**src/rtl/arb_pkg.sv**
```systemverilog
// Shared types for the four-agent round-robin arbiter.
//   NUM_REQ      number of requesting agents
//   agent_t      agent index (2 bits)
//   req_vec_t    one bit per agent
//   arb_state_e  arbiter FSM states
package arb_pkg;

    localparam int unsigned NUM_REQ = 4;
    localparam int unsigned AGENT_W = 2;

    typedef logic [AGENT_W-1:0] agent_t;
    typedef logic [NUM_REQ-1:0] req_vec_t;

    typedef enum logic {
        IDLE  = 1'b0,
        OWNED = 1'b1
    } arb_state_e;

    // One-hot vector with only the bit of agent a set.
    function automatic req_vec_t agent_onehot(input agent_t a);
        req_vec_t v;
        v    = '0;
        v[a] = 1'b1;
        return v;
    endfunction

endpackage

```
**src/rtl/rr_pick.sv**
```systemverilog
// Round-robin owner selection (purely combinational).
//   req        request vector, one bit per agent
//   last_owner most recently granted agent; search starts one past it
//   exclude    agents masked out of the search
//   valid_c    some non-excluded agent is requesting
//   pick_c     first requesting agent found, wrapping 3 -> 0
module rr_pick
    import arb_pkg::*;
(
    input  req_vec_t req,
    input  agent_t   last_owner,
    input  req_vec_t exclude,
    output logic     valid_c,
    output agent_t   pick_c
);

    req_vec_t cand;
    agent_t   idx;

    // Offset NUM_REQ wraps back to last_owner itself, so it is searched last.
    always_comb begin
        cand    = req & ~exclude;
        valid_c = 1'b0;
        pick_c  = '0;
        idx     = '0;
        for (int unsigned i = 1; i <= NUM_REQ; i++) begin
            idx = last_owner + AGENT_W'(i);
            if (!valid_c && cand[idx]) begin
                valid_c = 1'b1;
                pick_c  = idx;
            end
        end
    end

endmodule

```
**src/rtl/round_robin_arbiter.sv**
```systemverilog
// Four-agent round-robin arbiter with registered one-hot grants.
// Optional hold-time preemption is enabled by defining ARB_TIMEOUT_EN.
//   clock, reset        clock; asynchronous active-high reset
//   req_0..req_3        agent requests
//   gnt_0..gnt_3        registered grants, one-hot or all zero
//   gnt_id              index of the current owner, 0 when idle
//   busy                high while any grant is high
//   expire              one-cycle pulse when an owner is preempted on timeout
module round_robin_arbiter
    import arb_pkg::*;
#(
    parameter int unsigned MAX_HOLD = 16,
    parameter int unsigned HOLD_W   = 8
) (
    input  logic       clock,
    input  logic       reset,
    input  logic       req_0,
    input  logic       req_1,
    input  logic       req_2,
    input  logic       req_3,
    output logic       gnt_0,
    output logic       gnt_1,
    output logic       gnt_2,
    output logic       gnt_3,
    output logic [1:0] gnt_id,
    output logic       busy,
    output logic       expire
);

    // Reject illegal parameter combinations at elaboration.
    if (MAX_HOLD < 1 || MAX_HOLD > 255 || HOLD_W < 1 ||
        (HOLD_W < 9 && (1 << HOLD_W) <= MAX_HOLD)) begin : g_bad_params
        $error("round_robin_arbiter: illegal MAX_HOLD/HOLD_W");
    end

    req_vec_t   req_v;
    arb_state_e state_q, state_d;
    agent_t     owner_q, owner_d;
    agent_t     last_owner_q;
    req_vec_t   gnt_q, gnt_d;
    logic       busy_q, busy_d;
    logic       new_grant_c;
    req_vec_t   excl_c;
    logic       pick_valid_c;
    agent_t     pick_c;
    logic       hold_reached_c;

    assign req_v = {req_3, req_2, req_1, req_0};

    // The current owner never wins its own handover or preemption search.
    assign excl_c = (state_q == OWNED) ? agent_onehot(owner_q) : '0;

    rr_pick u_pick (
        .req        (req_v),
        .last_owner (last_owner_q),
        .exclude    (excl_c),
        .valid_c    (pick_valid_c),
        .pick_c     (pick_c)
    );

`ifdef ARB_TIMEOUT_EN
    logic [HOLD_W-1:0] hold_cnt_q, hold_cnt_d;
    logic              preempt_c;
    logic              expire_q;

    // Counter is 0 in the first grant cycle, so the owner's MAX_HOLD-th
    // cycle is the one where the counter is about to reach MAX_HOLD.
    assign hold_reached_c = (hold_cnt_q >= HOLD_W'(MAX_HOLD - 1));
    assign preempt_c      = (state_q == OWNED) && req_v[owner_q] &&
                            hold_reached_c && pick_valid_c;

    // Hold counter: clear on new grant or idle, saturate at MAX_HOLD.
    always_comb begin
        hold_cnt_d = hold_cnt_q;
        if (new_grant_c || state_d == IDLE) begin
            hold_cnt_d = '0;
        end else if (state_q == OWNED && hold_cnt_q != HOLD_W'(MAX_HOLD)) begin
            hold_cnt_d = hold_cnt_q + HOLD_W'(1);
        end
    end

    always_ff @(posedge clock or posedge reset) begin
        if (reset) begin
            hold_cnt_q <= '0;
            expire_q   <= 1'b0;
        end else begin
            hold_cnt_q <= hold_cnt_d;
            expire_q   <= preempt_c;
        end
    end

    assign expire = expire_q;
`else
    assign hold_reached_c = 1'b0;
    assign expire         = 1'b0;
`endif

    // State register.
    always_ff @(posedge clock or posedge reset) begin
        if (reset) begin
            state_q <= IDLE;
        end else begin
            state_q <= state_d;
        end
    end

    // Next state and next owner.
    always_comb begin
        state_d     = state_q;
        owner_d     = owner_q;
        new_grant_c = 1'b0;
        case (state_q)
            IDLE: begin
                if (pick_valid_c) begin
                    state_d     = OWNED;
                    owner_d     = pick_c;
                    new_grant_c = 1'b1;
                end
            end
            OWNED: begin
                if (!req_v[owner_q]) begin
                    // Release: hand over on the same edge or fall idle.
                    if (pick_valid_c) begin
                        owner_d     = pick_c;
                        new_grant_c = 1'b1;
                    end else begin
                        state_d = IDLE;
                        owner_d = '0;
                    end
                end else if (hold_reached_c && pick_valid_c) begin
                    owner_d     = pick_c;
                    new_grant_c = 1'b1;
                end
            end
            default: begin
                state_d = IDLE;
                owner_d = '0;
            end
        endcase
    end

    // Next registered outputs, derived from the next state.
    always_comb begin
        gnt_d  = '0;
        busy_d = 1'b0;
        if (state_d == OWNED) begin
            gnt_d  = agent_onehot(owner_d);
            busy_d = 1'b1;
        end
    end

    // Owner bookkeeping and output registers.
    always_ff @(posedge clock or posedge reset) begin
        if (reset) begin
            owner_q      <= '0;
            last_owner_q <= agent_t'(NUM_REQ - 1);
            gnt_q        <= '0;
            busy_q       <= 1'b0;
        end else begin
            owner_q <= owner_d;
            if (new_grant_c) begin
                last_owner_q <= owner_d;
            end
            gnt_q  <= gnt_d;
            busy_q <= busy_d;
        end
    end

    assign gnt_0  = gnt_q[0];
    assign gnt_1  = gnt_q[1];
    assign gnt_2  = gnt_q[2];
    assign gnt_3  = gnt_q[3];
    assign gnt_id = owner_q;
    assign busy   = busy_q;

endmodule

```
**config.mk**
```make
export PLATFORM = sky130hd
export DESIGN_NAME = round_robin_arbiter
export DESIGN_NICKNAME = d
export VERILOG_FILES = /design/src/rtl/arb_pkg.sv /design/src/rtl/rr_pick.sv /design/src/rtl/round_robin_arbiter.sv
export SDC_FILE = /design/constraint.sdc
export NUM_CORES = 1
export LEC_CHECK = 0
export BUFFER_PORTS_ARGS = -buffer_cell sky130_fd_sc_hd__buf_2
export CORE_AREA = 3 3 40 42
export CTS_CLUSTER_DIAMETER = 60
export DETAILED_ROUTE_END_ITERATION = 12
export DIE_AREA = 0 0 43 45
export PLACE_DENSITY = 0.71
export SYNTH_ARGS = -nofsm -noshare
export SYNTH_HDL_FRONTEND = slang
export SYNTH_HIERARCHICAL = 1
export SYNTH_SLANG_ARGS = --single-unit
```
**constraint.sdc**
```tcl
create_clock -name clock -period 3.25 [get_ports clock]
set_clock_uncertainty 0.1 [all_clocks]
set_input_delay 0.65 -clock clock [delete_from_list [all_inputs] [get_ports clock]]
set_output_delay 0.65 -clock clock [all_outputs]
set_load 0.1 [all_outputs]
```
# Word level (Yosys, flattened, before mapping)
# Cells that the tools add are included.
# word_totals
word_cells	61
reg_bits	10
output_inout_bits	8
inputBits	6
# op_classes
bitwise	3
n_reduce_logical	8
addsub	3
order_cmp	8
mux	34
# op_table
operator	n
2-bit by 3-bit < comparator with 1-bit output (second input constant)	6
1-bit 2-to-1 mux	15
2-bit 2-to-1 mux	7
1-bit binary-select mux with 2-bit select	5
4-bit 2-to-1 mux	2
1-bit logical AND	5
2-bit adder (second input constant)	2
4-bit AND	1
1-bit demux with 2-bit select	2
2-bit by 1-bit greater-or-equal comparator with 1-bit output (second input constant)	2
4-bit NOT	1
1-bit case mux with 2 select lines	2
2-bit case mux with 2 select lines	1
1-bit logical NOT	3
2-bit by 1-bit adder with 2-bit output (second input constant)	1
1-bit NOT	1

# Depth between registers and ports, before layout
# Gate-level depths: netlist of the first run.
# depth
depth_word	27
mapped_depth	11
depth_no_buf	9

# Modules after synthesis
# Netlist of the first run, hierarchy kept.
# modules_own_cells
mod	area_per_inst_um2	instances	seq_area_each_um2	cells_each
round_robin_arbiter	506.7	1	227.7	49
rr_pick	126.4	1	0.0	17

# Worst setup path after synthesis of the first run
# No wires, ideal clock.
# synth_timing
path_kind	register -> register
from	register busy (netlist name)
to	register gnt_q[0]
required_time_ns	3.031
path_stages_with_launch	10
path_slack_ns	0.520
setup_time_ns	0.119
period_less_slack_ns	2.730
path_buffers	0
t_arrival_ns	2.511
cell_sequence	dfrtp_1 -> inv_1 -> nor3_1 -> nor2b_1 -> and3_2 -> a311oi_1 -> mux2i_1 -> o22ai_1 -> a21oi_1 -> and2_1
# synth_lines
element	line	rtl
to (signal assigned)	round_robin_arbiter.sv:164	gnt_q <= gnt_d;
to (decl)	round_robin_arbiter.sv:40	req_vec_t gnt_q, gnt_d;

==> results of run 1 <==
## registers in the layout (all words and copies together) (netlist names)
| signal | flops |
|---|---|
| busy | 1 |
| gnt_id | 2 |
| gnt_q | 4 |
| last_owner_q | 2 |
## worst min-delay path by stage
stage,startpoint,endpoint,slack [ns],cells past startpoint
floorplan,reset,busy$_DFF_PP0_,0.38,1
global placement,reset,gnt_q[1]$_DFF_PP0_,0.50,2
detailed placement,reset,gnt_q[1]$_DFF_PP0_,0.51,2
CTS,reset,gnt_id[1]$_DFF_PP0_,0.24,2
global route,reset,gnt_id[1]$_DFF_PP0_,0.24,2
finish,reset,gnt_q[1]$_DFF_PP0_,0.24,2
## cells by family (layout without fill, tap and decap cells)
group | count (synthesis) | count (layout) | synth area share
buf+inv | 7 | 19 | 0.0711
flops | 9 | 9 | 0.360
mux | 7 | 7 | 0.148
other cells | 1 | 1 | 0.00592
simple gates | 30 | 30 | 0.290
compound gates | 12 | 12 | 0.125
## final cells by class
cell class / instances / share of cell area
Clock buffer: 4 / 0.0373
Tap cell: 15 / 0.0266
Inverter: 3 / 0.0160
Sequential cell: 9 / 0.323
Multi-Input combinational cell: 50 / 0.512
Timing Repair Buffer: 12 / 0.0853
## metal layers
layer / vias to the layer above / global-route usage / share of wire
li1: 252 / - / -
met1: 236 / 0.162 / 0.45
met2: 14 / 0.243 / 0.49
met3: 2 / 0.0120 / 0.045
met4: 0 / 0.114 / 0.013
met5: - / 0 / 0
## stage by stage
| stage | instance area (µm²) | setup WS, ns | util |
|---|---|---|---|
| global placement | 678 | 0.913 | 0.528 |
| CTS | 704 | 0.807 | 0.548 |
| floorplan | 633 | 0.520 | - |
| detailed placement | 678 | 0.823 | 0.528 |
| finish | 704 | 0.794 | 0.548 |
| global route | 704 | 0.520 | 0.548 |
## worst max-delay path: cells and delay by family (launching register included)
kind	cells	cell delay, ns
multiplexers	1	0.24
buffers and inverters	1	0.11
flip-flops	1	0.47
AO/OA/AOI/OAI	2	0.36
AND/OR/NAND/NOR	5	1.09
## cell usage in the layout, fill, tap and decap left out, types with 2 or more instances in the layout
cell,count
buf_2,12
o21ai_0,2
mux2_4,2
clkbuf_4,3
mux2i_1,3
nand3b_1,2
dfrtp_1,7
dfstp_2,2
nor2_1,5
a21oi_1,4
nand2b_1,4
and3_2,2
or2b_1,2
o22ai_1,2
nand2_1,3
nand2_2,2
inv_1,3
nor2b_1,3
nor3b_1,2
==> flow_summary.json, run 1 <==
{
  "status": "finished, final reports clean",
  "yosys-top-cells-area": "dfrtp_1, dfstp_2, mux2i_1, mux2_4, nand2b_1",
  "clock_latency_ns": 0.25,
  "synth_common_cells": "dfrtp_1, nor2_1, a21oi_1, nand2b_1",
  "rsz0062_at_grt": "false",
  "cts_buffer_depth": 2,
  "track_usage": 0.142,
  "register_area_um2": 228,
  "multi_input_area_um2": 360,
  "path_clk_slew_ns": 0.06,
  "timing.final.crit_period_ns": 2.46,
  "route.detailed.drc": 0,
  "cp.required_ns": 3.33,
  "wl_um": 1140,
  "cts_root_buf": "clkbuf_4",
  "critPathKind": "reg -> reg",
  "nNetsFinal": 85,
  "avgSynthCellArea_um2": 9.59,
  "yosys.area.top_type": "dfrtp_1",
  "cap_violations": 0,
  "hold_ws_ns": 0.236,
  "grt.overflow.total": 0,
  "start_util": 0.493,
  "drt-initial-drc-count": 2,
  "hold_class": "in -> async",
  "cp_max_fo": 8,
  "postSynthCellCount": 66,
  "hold_buffers": 0,
  "row_count": 13,
  "clock-sinks": 9,
  "r2r-start": "busy$_DFF_PP0_",
  "cts_buffers": 3,
  "cp-endpoint": "gnt_q[1]$_DFF_PP0_",
  "cts_max_level": 1,
  "yosys_warnings": 6,
  "areaGrowthSynthToFinish_pct": 11.3,
  "slew_viol_final": 0,
  "critical_path_arrival_ns": 2.53,
  "die_height_um": 45,
  "yosysMostFrequentCell": "dfrtp_1",
  "max_freq_mhz": 407,
  "cts_resized": 0,
  "syn_area_um2": 633,
  "layout-drive-gt1-share": 0.359,
  "finalHoldViolCount": 0,
  "firstDrtPassIters": 3,
  "cts_tree": "done",
  "cpMostUsedCell": "nor2b_1",
  "ys.flop_type": "dfrtp_1",
  "ant_nets": 0,
  "grt_first_pass_wirelength_um": 2030,
  "via_count": 504,
  "routabilityCongestion": 0.779,
  "post_drt_wl_per_cell_um": 12.3,
  "nFillCells": 128,
  "yosysSeqAreaShare": 0.360,
  "post_cts_buffers": 0,
  "end_kind": "flip-flop",
  "cpPeakStageDelay_ns": 0.47,
  "ys_ff_latch": 9,
  "critical_path.cell_chain": "inv_1 > nor3_1 > nor2b_1 > nand2b_1 > nand3b_1 > mux2i_1 > o22ai_1 > a21oi_1 > nor2b_1",
  "reg2regPathDepth": 9,
  "dieArea_mm2": 0.00194,
  "critPathLaunchType": "flip-flop",
  "synth_cell_types": 32,
  "syn-num-nets": 72,
  "fin_setup_tns_ns": 0,
  "crit_start": "busy$_DFF_PP0_",
  "slowest_stage": "dfrtp_1",
  "finalSetupViolCount": 0,
  "grt_antenna_before_repair": 0,
  "port-buffer-count": 12,
  "core_mm2": 0.00128,
  "num_io_pins": 14,
  "synth_edf_count": 0,
  "synth_top_area_frac": 0.277,
  "r2r_end": "gnt_q[1]$_DFF_PP0_",
  "r2r_slack_ns": 0.79,
  "die_w_um": 43,
  "stdcell_count": 93,
  "n_antenna_cell": 0,
  "dp.cells": 89,
  "grt_max_degree": 10,
  "post-route-period-util": 0.756,
  "grt_pass1_vias": 512,
  "synthArstFlopShare": 1.00,
  "viasPerCell": 5.42
}
Power of run 1 is not shown: default switching activity piles up to over one toggle a cycle in this logic, so the estimate is an artifact.
==> run 2: changes to the inputs <==
clock period = 2.4 ns   (was 3.25 ns; I/O delays follow)
==> run 2 against run 1 <==
Non-clock buffer count rose by 1. Worst hold slack worse by 0.17 ns. Sequential share of layout area down 0.20 points. Final cell count is 1.1% higher. Critical path type unchanged. Critical endpoint unchanged.
==> flow_summary.json, run 2 (synthesis gave the netlist of run 1 again) <==
{
  "post-route-period-util": 0.925,
  "critical_path_arrival_ns": 2.25,
  "layout_common_cells": "buf_2, nor2_1, nand2b_1, dfrtp_1",
  "cts_buffer_depth": 2,
  "path_depth": 8,
  "critical_path.cell_chain": "and3_2 > nand2b_2 > a22o_2 > a311oi_2 > mux2i_1 > o22ai_1 > a21oi_2 > nor2b_1",
  "n_antenna_cell": 0,
  "grt_first_pass_wirelength_um": 2060,
  "slew_viol_final": 0,
  "wl_um": 1200,
  "rsz0062_at_grt": "false",
  "grt.overflow.total": 0,
  "cp_max_fo": 9,
  "nFillCells": 131,
  "die_w_um": 43,
  "final_util": 0.567,
  "cts_resized": 0,
  "clock_latency_ns": 0.25,
  "cts_tree": "done",
  "grt_max_degree": 10,
  "hold_buffers": 0,
  "cts_root_buf": "clkbuf_4",
  "post_cts_buffers": 0,
  "largest_reg_flops": 4,
  "hold_class": "in -> async",
  "track_usage": 0.145,
  "critPathBufInv": 0,
  "drt-initial-drc-count": 3,
  "cp_top_family": "compound AO/OA/AOI/OAI gates",
  "routabilityCongestion": 0.765,
  "viasPerCell": 5.47,
  "die_height_um": 45,
  "start_util": 0.493,
  "dp_slack_ns": 0.169,
  "nNetsFinal": 86,
  "final_common_cell": "buf_2",
  "route.detailed.drc": 0,
  "max_freq_mhz": 451,
  "post_drt_wl_per_cell_um": 12.8,
  "finalHoldViolCount": 0,
  "cpPeakStageDelay_ns": 0.52,
  "via_count": 514,
  "place_hpwl_um": 988,
  "row_count": 13,
  "dp.cells": 90,
  "grt_antenna_before_repair": 0,
  "stdcell_count": 94,
  "areaGrowthSynthToFinish_pct": 15.0,
  "clock-sinks": 9,
  "status": "finished, final reports clean",
  "critPathLaunchType": "flip-flop",
  "firstDrtPassIters": 4,
  "layout-drive-gt1-share": 0.430,
  "regMostFlops": "gnt_q",
  "end_kind": "flip-flop",
  "dieArea_mm2": 0.00194,
  "fin_setup_tns_ns": 0,
  "final.setup.worst_slack_ns": 0.180,
  "critPathKind": "reg -> reg",
  "timing.final.crit_period_ns": 2.22,
  "port-buffer-count": 12,
  "cts_max_level": 1,
  "core_mm2": 0.00128,
  "num_io_pins": 14,
  "reg2regPathDepth": 8,
  "grt_pass1_vias": 493,
  "ant_nets": 0,
  "cap_violations": 0,
  "cts_buffers": 3,
  "slowest_stage": "dfrtp_4",
  "finalSetupViolCount": 0,
  "cp.required_ns": 2.43,
  "path_clk_slew_ns": 0.06
}
run 2: worst paths after layout:
check,from,endpoint,slack (ns)
max,gnt_id[1]$_DFF_PP0_,gnt_q[1]$_DFF_PP0_,0.18
min,reset,gnt_id[1]$_DFF_PP0_,0.07
max reg2reg,gnt_id[1]$_DFF_PP0_,gnt_q[1]$_DFF_PP0_,0.18
min reg2reg,last_owner_q[0]$_DFFE_PP1P_,last_owner_q[0]$_DFFE_PP1P_,0.55
max in group asynchronous,reset,last_owner_q[0]$_DFFE_PP1P_,1.83
min in group clock,last_owner_q[0]$_DFFE_PP1P_,last_owner_q[0]$_DFFE_PP1P_,0.55
run 2: cell type report:
type                            instances  area (µm²)  area share
Clock buffer                            4        26.3      0.0361
Inverter                                3        11.3      0.0155
Multi-Input combinational cell         50         370       0.509
Sequential cell                         9         234       0.321
Tap cell                               15        18.8      0.0258
Timing Repair Buffer                   13        67.6      0.0928
run 2: worst register-to-register path: cells and delay by family, from the launching register on:
family / cells / cell delay, ns
compound gates: 4 / 0.79
simple gates: 3 / 0.55
mux: 1 / 0.12
flops: 1 / 0.52
run 2: per-layer routing:
| metal | wire length, µm | track usage |
|---|---|---|
| met1 | 553 | 0.163 |
| met5 | 0 | 0 |
| met4 | 23 | 0.0904 |
| met2 | 571 | 0.266 |
| met3 | 52 | 0.0120 |
run 2: metrics by stage:
stage	area (µm²)	hold WS, ns
6_report	728	0.0695
5_1_grt	728	0.102
4_1_cts	724	0.0797
3_5_place_dp	698	0.356
3_3_place_gp	698	0.344
2_1_floorplan	647	0.206
Power of run 2 is left out for the same reason.
==> run 3: changes to the inputs <==
PLACE_DENSITY = 0.73   (was 0.71)
SYNTH_HIERARCHICAL = default   (was 1)
==> run 3 against run 2 <==
Non-clock buffer count is 1 lower. Critical path type unchanged. Largest cell class unchanged. Critical endpoint unchanged. Global-route usage up 1.3 points. Final cell count is 1.1% higher.
==> flow_summary.json, run 3 <==
{
  "cts_root_buf": "clkbuf_4",
  "synth_top_area_frac": 0.266,
  "synth_common_cells": "dfrtp_1, nand2_1, a21oi_1, nor2_1",
  "routabilityCongestion": 0.835,
  "post_drt_wl_per_cell_um": 14.4,
  "wl_um": 1370,
  "path_clk_slew_ns": 0.06,
  "via_count": 558,
  "layout_common_cells": "buf_2, nand2_1, nor2_1, a21oi_1, dfrtp_1",
  "row_count": 13,
  "hold_class": "in -> async",
  "synthArstFlopShare": 1.00,
  "regMostFlops": "gnt_q",
  "rsz0062_at_grt": "false",
  "dieArea_mm2": 0.00194,
  "nNetsFinal": 87,
  "largest_reg_flops": 4,
  "synth_top_family_by_area": "compound AO/OA/AOI/OAI gates",
  "cts_tree": "done",
  "post-route-period-util": 0.844,
  "critical_path_arrival_ns": 2.07,
  "timing.final.crit_period_ns": 2.02,
  "cp_top_family": "compound AO/OA/AOI/OAI gates",
  "viasPerCell": 5.87,
  "synth_cell_types": 38,
  "post_cts_buffers": 0,
  "route.detailed.drc": 0,
  "avgSynthCellArea_um2": 9.68,
  "fin_setup_tns_ns": 0,
  "path_depth": 6,
  "cts_buffer_depth": 2,
  "critPathBufInv": 0,
  "n_antenna_cell": 0,
  "grt_first_pass_wirelength_um": 2280,
  "yosysSeqAreaShare": 0.346,
  "synthMuxAreaShare": 0.0798,
  "num_io_pins": 14,
  "hold_buffers": 0,
  "place_hpwl_um": 1040,
  "areaGrowthSynthToFinish_pct": 9.51,
  "end_kind": "flip-flop",
  "reg2regPathDepth": 6,
  "firstDrtPassIters": 4,
  "ys_ff_latch": 9,
  "core_mm2": 0.00128,
  "layout-drive-gt1-share": 0.375,
  "syn-num-nets": 74,
  "synth_compound_area_frac": 0.297,
  "yosys-top-cells-area": "dfrtp_1, dfstp_2, mux2i_1, clkbuf_8, nand2_1",
  "cts_buffers": 3,
  "grt_pass1_vias": 527,
  "grt_max_degree": 15,
  "start_util": 0.512,
  "die_height_um": 45,
  "port-buffer-count": 12,
  "ant_nets": 0,
  "yosys.area.top_type": "dfrtp_1",
  "grt_antenna_before_repair": 0,
  "ys.flop_type": "dfrtp_1",
  "slew_viol_final": 0,
  "cp_max_fo": 13,
  "cp.required_ns": 2.45,
  "max_freq_mhz": 494,
  "yosys_warnings": 0,
  "cap_violations": 0,
  "synth_xor_area_frac": 0.0133,
  "critPathLaunchType": "flip-flop",
  "cpPeakStageDelay_ns": 0.49,
  "clock-sinks": 9,
  "finalHoldViolCount": 0,
  "postSynthCellCount": 68,
  "cts_resized": 0,
  "track_usage": 0.158,
  "final_common_cell": "buf_2",
  "die_w_um": 43,
  "slowest_stage": "dfrtp_2",
  "syn_area_um2": 658,
  "yosys.area_share.simple": 0.177,
  "critical_path.cell_chain": "and2b_1 > o211ai_1 > a21oi_1 > a2111oi_2 > o221ai_2 > and2_1",
  "finalSetupViolCount": 0,
  "synthAdderAreaFrac": 0,
  "drt-initial-drc-count": 20,
  "cts_max_level": 1,
  "grt.overflow.total": 0,
  "critPathKind": "reg -> reg",
  "clock_latency_ns": 0.26,
  "synth_edf_count": 0,
  "status": "finished, final reports clean"
}
==> run 3: cell types whose count changed in the layout (fill, tap and decap cells not counted), sizes merged, moves of 2 or more <==
cell	change
nand3	+3
a21boi	+2
a21bo	+2
o21ai	+2
a31oi	+2
nand2	+2
mux2	-3
nand2b	-5
or2b	-2
==> run 3: worst reg2reg max path, delay by kind of cell (launching register included) <==
family	cells	cell delay, ns
AOI/OAI and AO/OA	4	0.89
DFF	1	0.49
and+or+nand+nor	2	0.43
==> run 3: cells by family (layout without fill, tap and decap cells) <==
kind of cell	Yosys count	count (layout)
flip-flops	9	9
other	1	1
AO/OA/AOI/OAI	24	24
multiplexers	4	4
buffers and inverters	6	18
AND/OR/NAND/NOR	23	23
XOR/XNOR	1	1
==> run 3: final timing paths <==
| path | startpoint | end | slack, ns |
|---|---|---|---|
| worst max-delay path | gnt_id[1]$_DFF_PP0_ | gnt_q[1]$_DFF_PP0_ | 0.38 |
| worst min-delay path | reset | gnt_q[1]$_DFF_PP0_ | 0.07 |
| worst max register to register | gnt_id[1]$_DFF_PP0_ | gnt_q[1]$_DFF_PP0_ | 0.38 |
| worst min register to register | last_owner_q[1]$_DFFE_PP1P_ | last_owner_q[1]$_DFFE_PP1P_ | 0.42 |
| max in group asynchronous | reset | last_owner_q[1]$_DFFE_PP1P_ | 1.84 |
| min in group clock | last_owner_q[1]$_DFFE_PP1P_ | last_owner_q[1]$_DFFE_PP1P_ | 0.42 |
==> run 3: layout make-up <==
class | count | area [µm²]
fillers | 116 | 564
well taps | 15 | 18.8
multi-input cells | 53 | 377
repair buffers | 12 | 60.1
clock buffers | 4 | 26.3
flip-flops and latches | 9 | 231
inverters | 2 | 7.51
==> run 3: stage by stage <==
stage               cells  utilization  hold WS (ns)  setup WS, ns  cell area (µm²)
CTS                    95        0.561        0.0759         0.375              721
global route           95        0.561        0.0785         0.252              721
floorplan              68            -         0.206         0.246              662
finish                 95        0.561        0.0684         0.376              721
global placement       91        0.540         0.348         0.392              694
detailed placement     91        0.540         0.357         0.363              694
==> run 3: per-layer routing <==
| metal | part of all wire | track usage |
|---|---|---|
| met1 | 0.41 | 0.182 |
| met4 | 0.010 | 0.0482 |
| met5 | 0 | 0 |
| met3 | 0.040 | 0.0677 |
| met2 | 0.53 | 0.269 |
Power of run 3 is left out for the same reason.
